===== src/rtl/pipe_hazard_ctrl.sv =====
`default_nettype none
// ---------------------------------------------------------------------------
// pipe_hazard_ctrl : 5-stage pipeline hazard, dmem-wait watchdog, halt drain
// Revision 1.0
// ---------------------------------------------------------------------------
module pipe_hazard_ctrl #(
  parameter int REGW      = 5,
  parameter int CNTW      = 16,
  parameter int MAX_WAIT  = 64,
  parameter int DRAIN_CYC = 2
) (
  input  logic            CLK,
  input  logic            RST,
  input  logic            ihit,
  input  logic            dhit,
  input  logic            me_ldst,
  input  logic            ex_load,
  input  logic [REGW-1:0] ex_rdst,
  input  logic [REGW-1:0] de_rs,
  input  logic [REGW-1:0] de_rt,
  input  logic            de_use_rs,
  input  logic            de_use_rt,
  input  logic            br_taken,
  input  logic            jmp_de,
  input  logic            jr_de,
  input  logic            halt_me,
  output logic            pcen,
  output logic            deen,
  output logic            exen,
  output logic            meen,
  output logic            wben,
  output logic            deflush,
  output logic            exflush,
  output logic            meflush,
  output logic [1:0]      pcsel,
  output logic            halt,
  output logic            mem_err,
  output logic [CNTW-1:0] stall_cnt
);

  localparam int WW = $clog2(MAX_WAIT + 1);
  localparam int DW = (DRAIN_CYC > 1) ? $clog2(DRAIN_CYC) : 1;
  localparam logic [WW-1:0]   WAIT_SAT   = WW'(MAX_WAIT);
  localparam logic [WW-1:0]   WAIT_ERR   = WW'(MAX_WAIT - 1);
  localparam logic [DW-1:0]   DRAIN_LAST = DW'(DRAIN_CYC - 1);
  localparam logic [CNTW-1:0] CNT_MAX    = '1;

  typedef enum logic [1:0] {
    RUN    = 2'd0,
    DWAIT  = 2'd1,
    DRAIN  = 2'd2,
    HALTED = 2'd3
  } state_t;

  state_t          state, state_nx;
  logic [WW-1:0]   wcnt, wcnt_nx;
  logic [DW-1:0]   dcnt, dcnt_nx;
  logic            err_nx;
  logic [CNTW-1:0] cnt_nx;
  logic            dmiss, load_use;

  assign dmiss    = me_ldst & ~dhit;
  assign load_use = ex_load & (ex_rdst != '0) &
                    ((de_use_rs & (ex_rdst == de_rs)) | (de_use_rt & (ex_rdst == de_rt)));

  always_ff @(posedge CLK or posedge RST) begin
    if (RST) begin
      state     <= RUN;
      wcnt      <= '0;
      dcnt      <= '0;
      mem_err   <= 1'b0;
      stall_cnt <= '0;
    end else begin
      state     <= state_nx;
      wcnt      <= wcnt_nx;
      dcnt      <= dcnt_nx;
      mem_err   <= err_nx;
      stall_cnt <= cnt_nx;
    end
  end

  always_comb begin
    pcen     = 1'b1;
    deen     = 1'b1;
    exen     = 1'b1;
    meen     = 1'b1;
    wben     = 1'b1;
    deflush  = 1'b0;
    exflush  = 1'b0;
    meflush  = 1'b0;
    pcsel    = 2'b00;
    halt     = 1'b0;
    state_nx = state;
    wcnt_nx  = wcnt;
    dcnt_nx  = dcnt;
    err_nx   = mem_err;
    cnt_nx   = stall_cnt;
    case (state)
      RUN, DWAIT: begin
        if (dmiss) begin
          {pcen, deen, exen, meen, wben} = 5'b00000;
          state_nx = DWAIT;
          if (wcnt != WAIT_SAT) wcnt_nx = wcnt + 1'b1;
          if (wcnt >= WAIT_ERR) err_nx = 1'b1;
        end else begin
          // A halt that arrived behind a miss drains once the miss resolves.
          state_nx = halt_me ? DRAIN : RUN;
          wcnt_nx  = '0;
          dcnt_nx  = '0;
          if (br_taken) begin
            pcsel   = 2'b01;
            deflush = 1'b1;
            exflush = 1'b1;
          end else if (load_use) begin
            pcen    = 1'b0;
            deen    = 1'b0;
            exflush = 1'b1;
          end else if (jmp_de | jr_de) begin
            pcsel   = jr_de ? 2'b11 : 2'b10;
            deflush = 1'b1;
            pcen    = ihit;
          end else if (!ihit) begin
            pcen    = 1'b0;
            deflush = 1'b1;
          end
        end
        if (!pcen && (stall_cnt != CNT_MAX)) cnt_nx = stall_cnt + 1'b1;
      end
      DRAIN: begin
        pcen    = 1'b0;
        deflush = 1'b1;
        exflush = 1'b1;
        meflush = 1'b1;
        dcnt_nx = dcnt + 1'b1;
        if (dcnt == DRAIN_LAST) begin
          state_nx = HALTED;
          dcnt_nx  = '0;
        end
      end
      default: begin
        {pcen, deen, exen, meen, wben} = 5'b00000;
        halt = 1'b1;
      end
    endcase
  end

endmodule
`default_nettype wire


===== config.mk =====
export PLATFORM = sky130hd
export DESIGN_NAME = pipe_hazard_ctrl
export DESIGN_NICKNAME = d
export VERILOG_FILES = /design/src/rtl/pipe_hazard_ctrl.sv
export SDC_FILE = /design/constraint.sdc
export NUM_CORES = 1
export LEC_CHECK = 0
export CORE_MARGIN = 4
export CORE_UTILIZATION = 40
export CTS_CLUSTER_DIAMETER = 30
export CTS_CLUSTER_SIZE = 30
export DETAILED_ROUTE_END_ITERATION = 7
export GPL_TIMING_DRIVEN = 0
export PLACE_DENSITY = 0.75
export SLEW_MARGIN = 20
export SYNTH_ARGS = -nofsm -noshare
export SYNTH_HDL_FRONTEND = slang
export SYNTH_SLANG_ARGS = --single-unit

===== constraint.sdc =====
create_clock -name CLK -period 2 [get_ports CLK]
set_input_delay 0.4 -clock CLK [delete_from_list [all_inputs] [get_ports CLK]]
set_output_delay 0.4 -clock CLK [all_outputs]
set_load 0.05 [all_outputs]

==> impl_results.html, run 1 <==
<table>
<tr><th>Metric</th><th>Value</th></tr>
<tr><th colspan="2">Drt</th></tr>
<tr><td>DRC errors left</td><td>0</td></tr>
<tr><td>Routed wire length</td><td>roughly 4700 um</td></tr>
<tr><td>Length of routed wiring on met1</td><td>approximately 1800 um</td></tr>
<tr><td>Highest routing layer actually used</td><td>met4</td></tr>
<tr><td>Per-cell routed wire length</td><td>16.38 um</td></tr>
<tr><td>Routed via count</td><td>1513</td></tr>
<tr><td>Length of routed met3 wiring</td><td>approximately 210 um</td></tr>
<tr><td>Met2 layer wire length in the routed design</td><td>2699 um</td></tr>
<tr><td>Via density per instance</td><td>5.217</td></tr>
<tr><td>First DRT Iteration DRCs</td><td>55</td></tr>
<tr><td>Antenna Nets Post-Route</td><td>0</td></tr>
<tr><td>Count of TritonRoute iterations in the first routing pass</td><td>4</td></tr>
<tr><th colspan="2">Power</th></tr>
<tr><td>Overall power consumption</td><td>0.001209 W</td></tr>
<tr><td>Peak supply drop</td><td>387.0 uV</td></tr>
<tr><td>Power density relative to cell area</td><td>444.1 nW/um^2</td></tr>
<tr><td>Static leakage power</td><td>1.249 nW</td></tr>
<tr><th colspan="2">Synth</th></tr>
<tr><td>Flop and latch count out of synthesis</td><td>27</td></tr>
<tr><td>Share of synthesized area occupied by flip-flops and latches</td><td>0.4317</td></tr>
<tr><td>Number of distinct standard cells referenced by the synthesized netlist</td><td>33</td></tr>
<tr><td>Post-synthesis instance total</td><td>162</td></tr>
<tr><td>Netlist area before placement</td><td>1565 um^2</td></tr>
<tr><td>Top cells by area, synth</td><td>sky130_fd_sc_hd__dfrtp_1 43%, sky130_fd_sc_hd__xnor2_1 13%, sky130_fd_sc_hd__nor2_1 4.1%, sky130_fd_sc_hd__nand4_1 4.0%, sky130_fd_sc_hd__and3_1 3.2%</td></tr>
<tr><td>Cell taking the most area after synthesis</td><td>sky130_fd_sc_hd__dfrtp_1</td></tr>
<tr><td>Nets in the synthesized netlist</td><td>192</td></tr>
<tr><td>Top cell type's share of synthesized area</td><td>0.4317</td></tr>
<tr><td>Average footprint of a synthesized cell</td><td>9.662 um^2</td></tr>
<tr><td>Total of warnings raised by yosys</td><td>0</td></tr>
<tr><th colspan="2">Global route</th></tr>
<tr><td>GRT Resource Usage Total</td><td>0.1891</td></tr>
<tr><td>Number of antenna violations at the first check in global routing</td><td>0</td></tr>
<tr><td>Via count of the first global-routing pass</td><td>1627</td></tr>
<tr><td>Global-route wire length before repair</td><td>7665 um</td></tr>
<tr><td>Final global-route overflow total</td><td>0</td></tr>
<tr><td>Pin count of the biggest net entering global routing</td><td>28</td></tr>
<tr><th colspan="2">STA</th></tr>
<tr><td>Achievable Freq</td><td>437.8 MHz</td></tr>
<tr><td>Post-Route Hold Slack</td><td>483.7 ps</td></tr>
<tr><td>Final worst setup slack</td><td>-284.2 ps</td></tr>
<tr><td>RSZ-0062 raised after global routing</td><td>yes</td></tr>
<tr><td>Final setup violation count</td><td>6</td></tr>
<tr><td>Max-slew headroom</td><td>0.5988</td></tr>
<tr><td>Slew Viols, Final</td><td>0</td></tr>
<tr><td>Number of hold violations in the final report</td><td>0</td></tr>
<tr><td>Share of the cycle needed by the critical path after routing</td><td>1.142</td></tr>
<tr><td>Transition time at the pin with the least slew margin</td><td>599.6 ps</td></tr>
<tr><td>Final worst clock skew</td><td>6.495 ps</td></tr>
<tr><td>Final period demand of the worst path</td><td>about 2300 ps</td></tr>
<tr><th colspan="2">Floorplanning</th></tr>
<tr><td>Vertical die dimension</td><td>just over 70 um</td></tr>
<tr><td>Number of rows in the core area</td><td>22</td></tr>
<tr><td>Die width</td><td>70.56 um</td></tr>
<tr><td>Area of the die</td><td>4978 um^2</td></tr>
<tr><td>Core Area</td><td>~3700 um^2</td></tr>
<tr><td>I/O pin total</td><td>55</td></tr>
<tr><td>Initial core utilization</td><td>0.4212</td></tr>
<tr><th colspan="2">Outcome</th></tr>
<tr><td>Run status</td><td>finished, violations left</td></tr>
<tr><td>Violations in the final reports</td><td>setup timing</td></tr>
<tr><th colspan="2">Clock network</th></tr>
<tr><td>Htree depth</td><td>1</td></tr>
<tr><td>Cts bufs inserted</td><td>3</td></tr>
<tr><td>CTS root buffer</td><td>sky130_fd_sc_hd__clkbuf_8</td></tr>
<tr><td>Clock transition at the registers of the reported paths</td><td>approximately 90 ps</td></tr>
<tr><td>Clock Path Buffers</td><td>2</td></tr>
<tr><td>Count of clock tree sinks</td><td>27</td></tr>
<tr><td>Clock tree from TritonCTS</td><td>yes</td></tr>
<tr><td>Clock latency on the worst-skew pair</td><td>280 ps</td></tr>
<tr><td># hold bufs at CTS</td><td>0</td></tr>
<tr><th colspan="2">Min path</th></tr>
<tr><td>Worst hold-check path type</td><td>reg2reg</td></tr>
<tr><td>Number of cells traversed by the worst hold path</td><td>1</td></tr>
<tr><th colspan="2">Cells and area</th></tr>
<tr><td>Area occupied by registers</td><td>688.2 um^2</td></tr>
<tr><td>Total non-filler cell area in the finished layout</td><td>~2700 um^2</td></tr>
<tr><td>Commonest non-fill, non-tap cell in the layout</td><td>sky130_fd_sc_hd__buf_4</td></tr>
<tr><td>Leading cell types in the layout, fill and taps excluded</td><td>20 x sky130_fd_sc_hd__buf_4, 19 x sky130_fd_sc_hd__dfrtp_1, 19 x sky130_fd_sc_hd__clkdlybuf4s50_1, 17 x sky130_fd_sc_hd__xnor2_1</td></tr>
<tr><td>Final layout net count</td><td>about 270</td></tr>
<tr><td>Multi-input gate area</td><td>around 1100 um^2</td></tr>
<tr><td>Synthesis-to-layout area growth</td><td>73.86%</td></tr>
<tr><td>Fillcell total</td><td>about 270</td></tr>
<tr><td>Antenna diode count</td><td>0</td></tr>
<tr><td>Layout cells sized above 1</td><td>0.4421</td></tr>
<tr><td>Count of placed standard cells in the final layout, fillers left out</td><td>290</td></tr>
<tr><th colspan="2">Placement</th></tr>
<tr><td>Number of input and output port buffers inserted</td><td>54</td></tr>
<tr><td>Post-DP HPWL</td><td>3230 um</td></tr>
<tr><td>Placement Cell Area</td><td>2286 um^2</td></tr>
<tr><td>Number of placed cells counting well taps</td><td>264</td></tr>
<tr><td>Worst-case setup slack after placement</td><td>-1325 ps</td></tr>
<tr><td>Routability congestion estimate</td><td>approximately 0.77</td></tr>
<tr><th colspan="2">Critical path</th></tr>
<tr><td>Launching element type of the critical path</td><td>input port</td></tr>
<tr><td>Top cell family by delay on the critical path</td><td>simple AND/OR/NAND/NOR gates</td></tr>
<tr><td>Worst EP arrival</td><td>~1900 ps</td></tr>
<tr><td>Count of buffer and inverter cells on the critical path</td><td>3</td></tr>
<tr><td>Critical Path Sink Type</td><td>primary output</td></tr>
<tr><td>Slowest stage delay, CP</td><td>between 500 and 600 ps</td></tr>
<tr><td>Critical path depth</td><td>8</td></tr>
<tr><td>Maximum net fanout on the critical path</td><td>2</td></tr>
<tr><td>Slowest library cell on the worst path</td><td>sky130_fd_sc_hd__or4_4</td></tr>
<tr><td>Critical Path, Cell by Cell</td><td>buf_8 &gt; or4_4 &gt; o21ai_4 &gt; nor2b_4 &gt; buf_4 &gt; nor2_1 &gt; o31ai_4 &gt; buf_6</td></tr>
<tr><td>Category of the most critical setup path</td><td>in2out</td></tr>
<tr><td>Worst Reg2Reg Path Length in Cells</td><td>8</td></tr>
<tr><td>Required time of the critical path</td><td>1600 ps</td></tr>
<tr><th colspan="2">Job</th></tr>
<tr><td>Number of max-cap violations</td><td>0</td></tr>
</table>
## sequential cells by signal (all words and copies together), names as in the netlist
| register | count |
|---|---|
| stall_cnt | 16 |
| wcnt | 7 |
| state | 2 |
| dcnt | 1 |
| mem_err | 1 |
## repair_timing
item,in CTS,in global routing
gates cloned,1,0
setup buffers,20,6
resized for setup,151,27
pin swaps,27,11
setup endpoints to repair,30,33
## stage by stage
step | util | setup TNS [ps]
2_1_floorplan | - | -793.5
3_3_place_gp | 0.6152 | -14710
3_5_place_dp | 0.6152 | -16470
4_1_cts | 0.7121 | -1307
5_1_grt | 0.7323 | -1653
6_report | 0.7323 | -1474
## cell families (layout without fill, tap and decap cells)
logic type / Yosys count / after routing / share of synthesized area
buffers and inverters: 11 / 91 / 0.04076
and+or+nand+nor: 70 / 70 / 0.2542
muxes: 1 / 1 / 0.007194
xor gates and xnor gates: 28 / 28 / 0.1567
adders and majority gates: 3 / 3 / 0.02398
AOI/OAI and AO/OA: 22 / 22 / 0.08553
DFF: 27 / 27 / 0.4317
## path summary, 6_finish.rpt
kind / endpoint / slack [ps] / start
setup / recovery: exflush / -280 / ex_rdst[4]
hold / removal: mem_err / 480 / mem_err
setup reg to reg: wcnt[5] / 50 / wcnt[0]
hold reg to reg: mem_err / 480 / mem_err
max in group asynchronous: state[1] / 1070 / RST
min in group asynchronous: stall_cnt[0] / 500 / RST
## final cells by class
class / count / area share
well taps: 48 / 0.02207
inverters: 6 / 0.008276
clock buffers: 3 / 0.01517
clock inverters: 1 / 0.002759
plain buffers: 3 / 0.01103
repair buffers: 78 / 0.2740
flip-flops and latches: 27 / 0.2529
multi-input cells: 124 / 0.4138
## layer usage
layer	global-route usage	vias up
met4	0.02296	0
met3	0.03977	2
li1	-	723
met5	0	-
met2	0.3680	45
met1	0.2175	743
## cells in the mapped netlist
cell type	n
sky130_fd_sc_hd__ha_1	3
sky130_fd_sc_hd__dfrtp_1	27
sky130_fd_sc_hd__nand4_1	10
sky130_fd_sc_hd__and2_1	2
sky130_fd_sc_hd__a21o_1	2
sky130_fd_sc_hd__buf_6	2
sky130_fd_sc_hd__xor2_1	5
sky130_fd_sc_hd__and4_1	3
sky130_fd_sc_hd__or4b_1	1
sky130_fd_sc_hd__and3_1	8
sky130_fd_sc_hd__o21ai_1	3
sky130_fd_sc_hd__nor3_1	1
sky130_fd_sc_hd__o22ai_1	2
sky130_fd_sc_hd__nand3_1	2
sky130_fd_sc_hd__inv_1	6
sky130_fd_sc_hd__mux2_2	1
sky130_fd_sc_hd__nor2_1	17
sky130_fd_sc_hd__or4_1	1
sky130_fd_sc_hd__nor3b_2	1
sky130_fd_sc_hd__nor4b_1	1
sky130_fd_sc_hd__o31ai_1	1
sky130_fd_sc_hd__nand2_2	1
sky130_fd_sc_hd__xnor2_1	23
sky130_fd_sc_hd__a21oi_1	3
sky130_fd_sc_hd__o21ai_0	8
sky130_fd_sc_hd__nand2_1	12
sky130_fd_sc_hd__nand3_2	4
sky130_fd_sc_hd__clkbuf_1	1
sky130_fd_sc_hd__nand2b_1	4
sky130_fd_sc_hd__nor2b_1	2
sky130_fd_sc_hd__a31oi_1	2
sky130_fd_sc_hd__a41oi_2	1
sky130_fd_sc_hd__buf_4	2
## where the power goes
group | switching (W) | total [W] | internal, W
Combinational | 0.000150 | 0.000291 | 0.000140
Clock | 0.000178 | 0.000319 | 0.000142
Sequential | 0.0000241 | 0.000599 | 0.000575
Total | 0.000352 | 0.00121 | 0.000857
No activity file was read; power rests on OpenSTA's default activity.
==> inputs of run 2 (changes only) <==
- CAP_MARGIN: not set -> 20
==> results of run 2 <==
Same layout as run 1: the final DEF is identical, and so are final timing and power.
==> inputs of run 3 (changes only) <==
- CORE_ASPECT_RATIO: not set -> 1.2
- GPL_TIMING_DRIVEN: 0 -> 1
==> impl_results.html, run 3 (synthesis results as in run 1) <==
<table>
<tr><th>Metric</th><th>Value</th></tr>
<tr><th colspan="2">Clock network</th></tr>
<tr><td>CTS root buffer</td><td>sky130_fd_sc_hd__clkbuf_8</td></tr>
<tr><td># hold bufs at CTS</td><td>0</td></tr>
<tr><td>Count of clock tree sinks</td><td>27</td></tr>
<tr><td>Htree depth</td><td>1</td></tr>
<tr><td>Cts bufs inserted</td><td>3</td></tr>
<tr><td>Clock transition at the registers of the reported paths</td><td>90 ps</td></tr>
<tr><td>Clock tree from TritonCTS</td><td>yes</td></tr>
<tr><td>Clock latency on the worst-skew pair</td><td>approximately 270 ps</td></tr>
<tr><td>Clock Path Buffers</td><td>2</td></tr>
<tr><th colspan="2">Cells and area</th></tr>
<tr><td>Commonest non-fill, non-tap cell in the layout</td><td>sky130_fd_sc_hd__buf_4</td></tr>
<tr><td>Layout cells sized above 1</td><td>0.4516</td></tr>
<tr><td>Multi-input gate area</td><td>between 1000 and 1500 um^2</td></tr>
<tr><td>Utilization after layout</td><td>0.7371</td></tr>
<tr><td>Antenna diode count</td><td>0</td></tr>
<tr><td>Register ranked first by flip-flop count</td><td>stall_cnt</td></tr>
<tr><td>Leading cell types in the layout, fill and taps excluded</td><td>35 x sky130_fd_sc_hd__buf_4, 21 x sky130_fd_sc_hd__dfrtp_1, 17 x sky130_fd_sc_hd__xnor2_1, 17 x sky130_fd_sc_hd__clkdlybuf4s50_1, 13 x sky130_fd_sc_hd__nor2_1</td></tr>
<tr><td>Synthesis-to-layout area growth</td><td>73.94%</td></tr>
<tr><td>Final layout net count</td><td>approximately 280</td></tr>
<tr><td>Fillcell total</td><td>266</td></tr>
<tr><td>Area occupied by registers</td><td>683.2 um^2</td></tr>
<tr><td>Largest registers in the final layout</td><td>stall_cnt x16, wcnt x7, state x2</td></tr>
<tr><td>Max FFs per register</td><td>16</td></tr>
<tr><th colspan="2">Outcome</th></tr>
<tr><td>Violations in the final reports</td><td>setup timing</td></tr>
<tr><td>Run status</td><td>finished, violations left</td></tr>
<tr><th colspan="2">Critical path</th></tr>
<tr><td>Worst EP arrival</td><td>1800 ps</td></tr>
<tr><td>Register-to-register setup slack</td><td>around 70 ps</td></tr>
<tr><td>Critical Path Sink Type</td><td>primary output</td></tr>
<tr><td>Category of the most critical setup path</td><td>in2out</td></tr>
<tr><td>Maximum net fanout on the critical path</td><td>3</td></tr>
<tr><td>Launching element type of the critical path</td><td>input port</td></tr>
<tr><td>Required time of the critical path</td><td>approximately 1600 ps</td></tr>
<tr><th colspan="2">Placement</th></tr>
<tr><td>Post-DP HPWL</td><td>3313 um</td></tr>
<tr><td>Routability congestion estimate</td><td>0.8222</td></tr>
<tr><td>Number of input and output port buffers inserted</td><td>54</td></tr>
<tr><td>Worst-case setup slack after placement</td><td>-682.6 ps</td></tr>
<tr><th colspan="2">STA</th></tr>
<tr><td>Max-slew headroom</td><td>0.6580</td></tr>
<tr><td>Final TNS setup</td><td>-1036 ps</td></tr>
<tr><td>Final worst clock skew</td><td>between 2 and 2.5 ps</td></tr>
<tr><td>Achievable Freq</td><td>454.8 MHz</td></tr>
<tr><td>Final period demand of the worst path</td><td>2199 ps</td></tr>
<tr><td>Transition time at the pin with the least slew margin</td><td>512.1 ps</td></tr>
<tr><td>Share of the cycle needed by the critical path after routing</td><td>1.099</td></tr>
<tr><td>Final worst setup slack</td><td>-198.9 ps</td></tr>
<tr><td>Final setup violation count</td><td>6</td></tr>
<tr><td>Slew Viols, Final</td><td>0</td></tr>
<tr><td>RSZ-0062 raised after global routing</td><td>yes</td></tr>
<tr><td>Number of hold violations in the final report</td><td>0</td></tr>
<tr><th colspan="2">Floorplanning</th></tr>
<tr><td>Initial core utilization</td><td>0.4238</td></tr>
<tr><td>I/O pin total</td><td>55</td></tr>
<tr><td>Vertical die dimension</td><td>76.53 um</td></tr>
<tr><td>Die width</td><td>around 65 um</td></tr>
<tr><td>Core Area</td><td>3694 um^2</td></tr>
<tr><td>Area of the die</td><td>4982 um^2</td></tr>
<tr><td>Number of rows in the core area</td><td>24</td></tr>
<tr><th colspan="2">Global route</th></tr>
<tr><td>Number of antenna violations at the first check in global routing</td><td>0</td></tr>
<tr><td>Via count of the first global-routing pass</td><td>1599</td></tr>
<tr><td>Final global-route overflow total</td><td>0</td></tr>
<tr><td>Global-route wire length before repair</td><td>between 7000 and 8000 um</td></tr>
<tr><td>GRT Resource Usage Total</td><td>0.1810</td></tr>
<tr><td>Pin count of the biggest net entering global routing</td><td>28</td></tr>
<tr><th colspan="2">Power</th></tr>
<tr><td>Switching component of the power</td><td>between 0.0003 and 0.0004 W</td></tr>
<tr><td>Power density relative to cell area</td><td>439.8 nW/um^2</td></tr>
<tr><td>Part of the total power dissipated in sequential elements</td><td>0.501</td></tr>
<tr><td>Combinational fraction of design power</td><td>0.242</td></tr>
<tr><td>Static leakage power</td><td>between 1 and 1.5 nW</td></tr>
<tr><td>Share of power burned in the clock network</td><td>0.257</td></tr>
<tr><td>Sw frac</td><td>0.2813</td></tr>
<tr><td>Peak supply drop</td><td>roughly 230 uV</td></tr>
<tr><td>Internal Pwr Total</td><td>0.0008606 W</td></tr>
<tr><th colspan="2">Drt</th></tr>
<tr><td>Count of TritonRoute iterations in the first routing pass</td><td>4</td></tr>
<tr><td>Via density per instance</td><td>5.063</td></tr>
<tr><td>DRC errors left</td><td>0</td></tr>
<tr><td>Per-cell routed wire length</td><td>14.60 um</td></tr>
<tr><td>Routed via count</td><td>1519</td></tr>
<tr><td>Antenna Nets Post-Route</td><td>0</td></tr>
<tr><td>First DRT Iteration DRCs</td><td>36</td></tr>
<tr><td>Routed wire length</td><td>4381 um</td></tr>
<tr><th colspan="2">Min path</th></tr>
<tr><td>Worst hold-check path type</td><td>reg2reg</td></tr>
<tr><th colspan="2">Job</th></tr>
<tr><td>Number of max-cap violations</td><td>0</td></tr>
</table>
==> run 3: changes by cell type in the layout (fill, tap and decap cells not counted), moves of 3 or more <==
cell                             delta
sky130_fd_sc_hd__buf_4             +15
sky130_fd_sc_hd__buf_12             +8
sky130_fd_sc_hd__buf_6              -7
sky130_fd_sc_hd__dlymetal6s2s_1     -4
sky130_fd_sc_hd__buf_2              +3
sky130_fd_sc_hd__nand3_2            +3
sky130_fd_sc_hd__nand3_4            -3
sky130_fd_sc_hd__o21ai_0            +3
sky130_fd_sc_hd__o21ai_1            -3
==> run 3: power by group through the flow <==
| stage | clock network [W] | logic, W | registers, W |
|---|---|---|---|
| floorplan | 0 | 0.0000843 | 0.000654 |
| global placement | 0 | 0.000263 | 0.000607 |
| detailed placement | 0 | 0.000273 | 0.000611 |
| CTS | 0.000313 | 0.000274 | 0.000600 |
| global route | 0.000340 | 0.000317 | 0.000602 |
| finish | 0.000308 | 0.000290 | 0.000600 |
==> run 3: repair_timing <==
| item | 4_1_cts | 5_1_grt |
|---|---|---|
| resized for setup | 68 | 25 |
| gates cloned | 0 | 1 |
| setup endpoints to repair | 22 | 15 |
| buffers inserted | 5 | 4 |
| pin swaps | 19 | 14 |
==> run 3: area by class of cell <==
cell class / count / area share
multi-input combinational: 124 / 0.3874
timing repair buffer: 87 / 0.3130
sequential: 27 / 0.2509
tap: 52 / 0.02390
clock buffer: 4 / 0.01654
inverter: 6 / 0.008272
==> run 3: path summary, 6_finish.rpt <==
check | from | to | cells after the start
setup / recovery | ex_rdst[1] | deflush | 9
hold / removal | mem_err | mem_err | 1
setup reg to reg | wcnt[1] | wcnt[6] | 8
hold reg to reg | mem_err | mem_err | 1
max in group asynchronous | RST | stall_cnt[7] | 3
min in group asynchronous | RST | wcnt[6] | 3
==> run 3: metrics by stage <==
| stage | power (W) | instance area (um^2) | hold WS [ps] | std cells |
|---|---|---|---|---|
| floorplan | 0.0007386 | 1685 | 440.3 | 162 |
| global placement | 0.0008704 | 2477 | 448.8 | 286 |
| detailed placement | 0.0008839 | 2477 | 456.0 | 286 |
| CTS | 0.001187 | 2585 | 481.2 | 295 |
| global route | 0.001259 | 2723 | 504.7 | 300 |
| finish | 0.001197 | 2723 | 472.2 | 300 |
==> run 3: routing by layer <==
layer | part of all wire | wire (um) | vias to the layer above | track usage
li1 | - | - | 735 | -
met1 | 0.38 | 1672 | 710 | 0.2000
met2 | 0.52 | 2283 | 61 | 0.3173
met3 | 0.069 | 303 | 13 | 0.04572
met4 | 0.028 | 121 | 0 | 0.08506
met5 | 0 | 0 | - | 0
==> run 3: worst max-delay path, cell delays in order <==
cell,delay (ps)
sky130_fd_sc_hd__buf_8,100
sky130_fd_sc_hd__or4_4,540
sky130_fd_sc_hd__o21ai_4,170
sky130_fd_sc_hd__nor2b_4,60
sky130_fd_sc_hd__inv_2,60
sky130_fd_sc_hd__o21ai_4,60
sky130_fd_sc_hd__buf_6,120
sky130_fd_sc_hd__o21ai_4,110
sky130_fd_sc_hd__buf_6,170
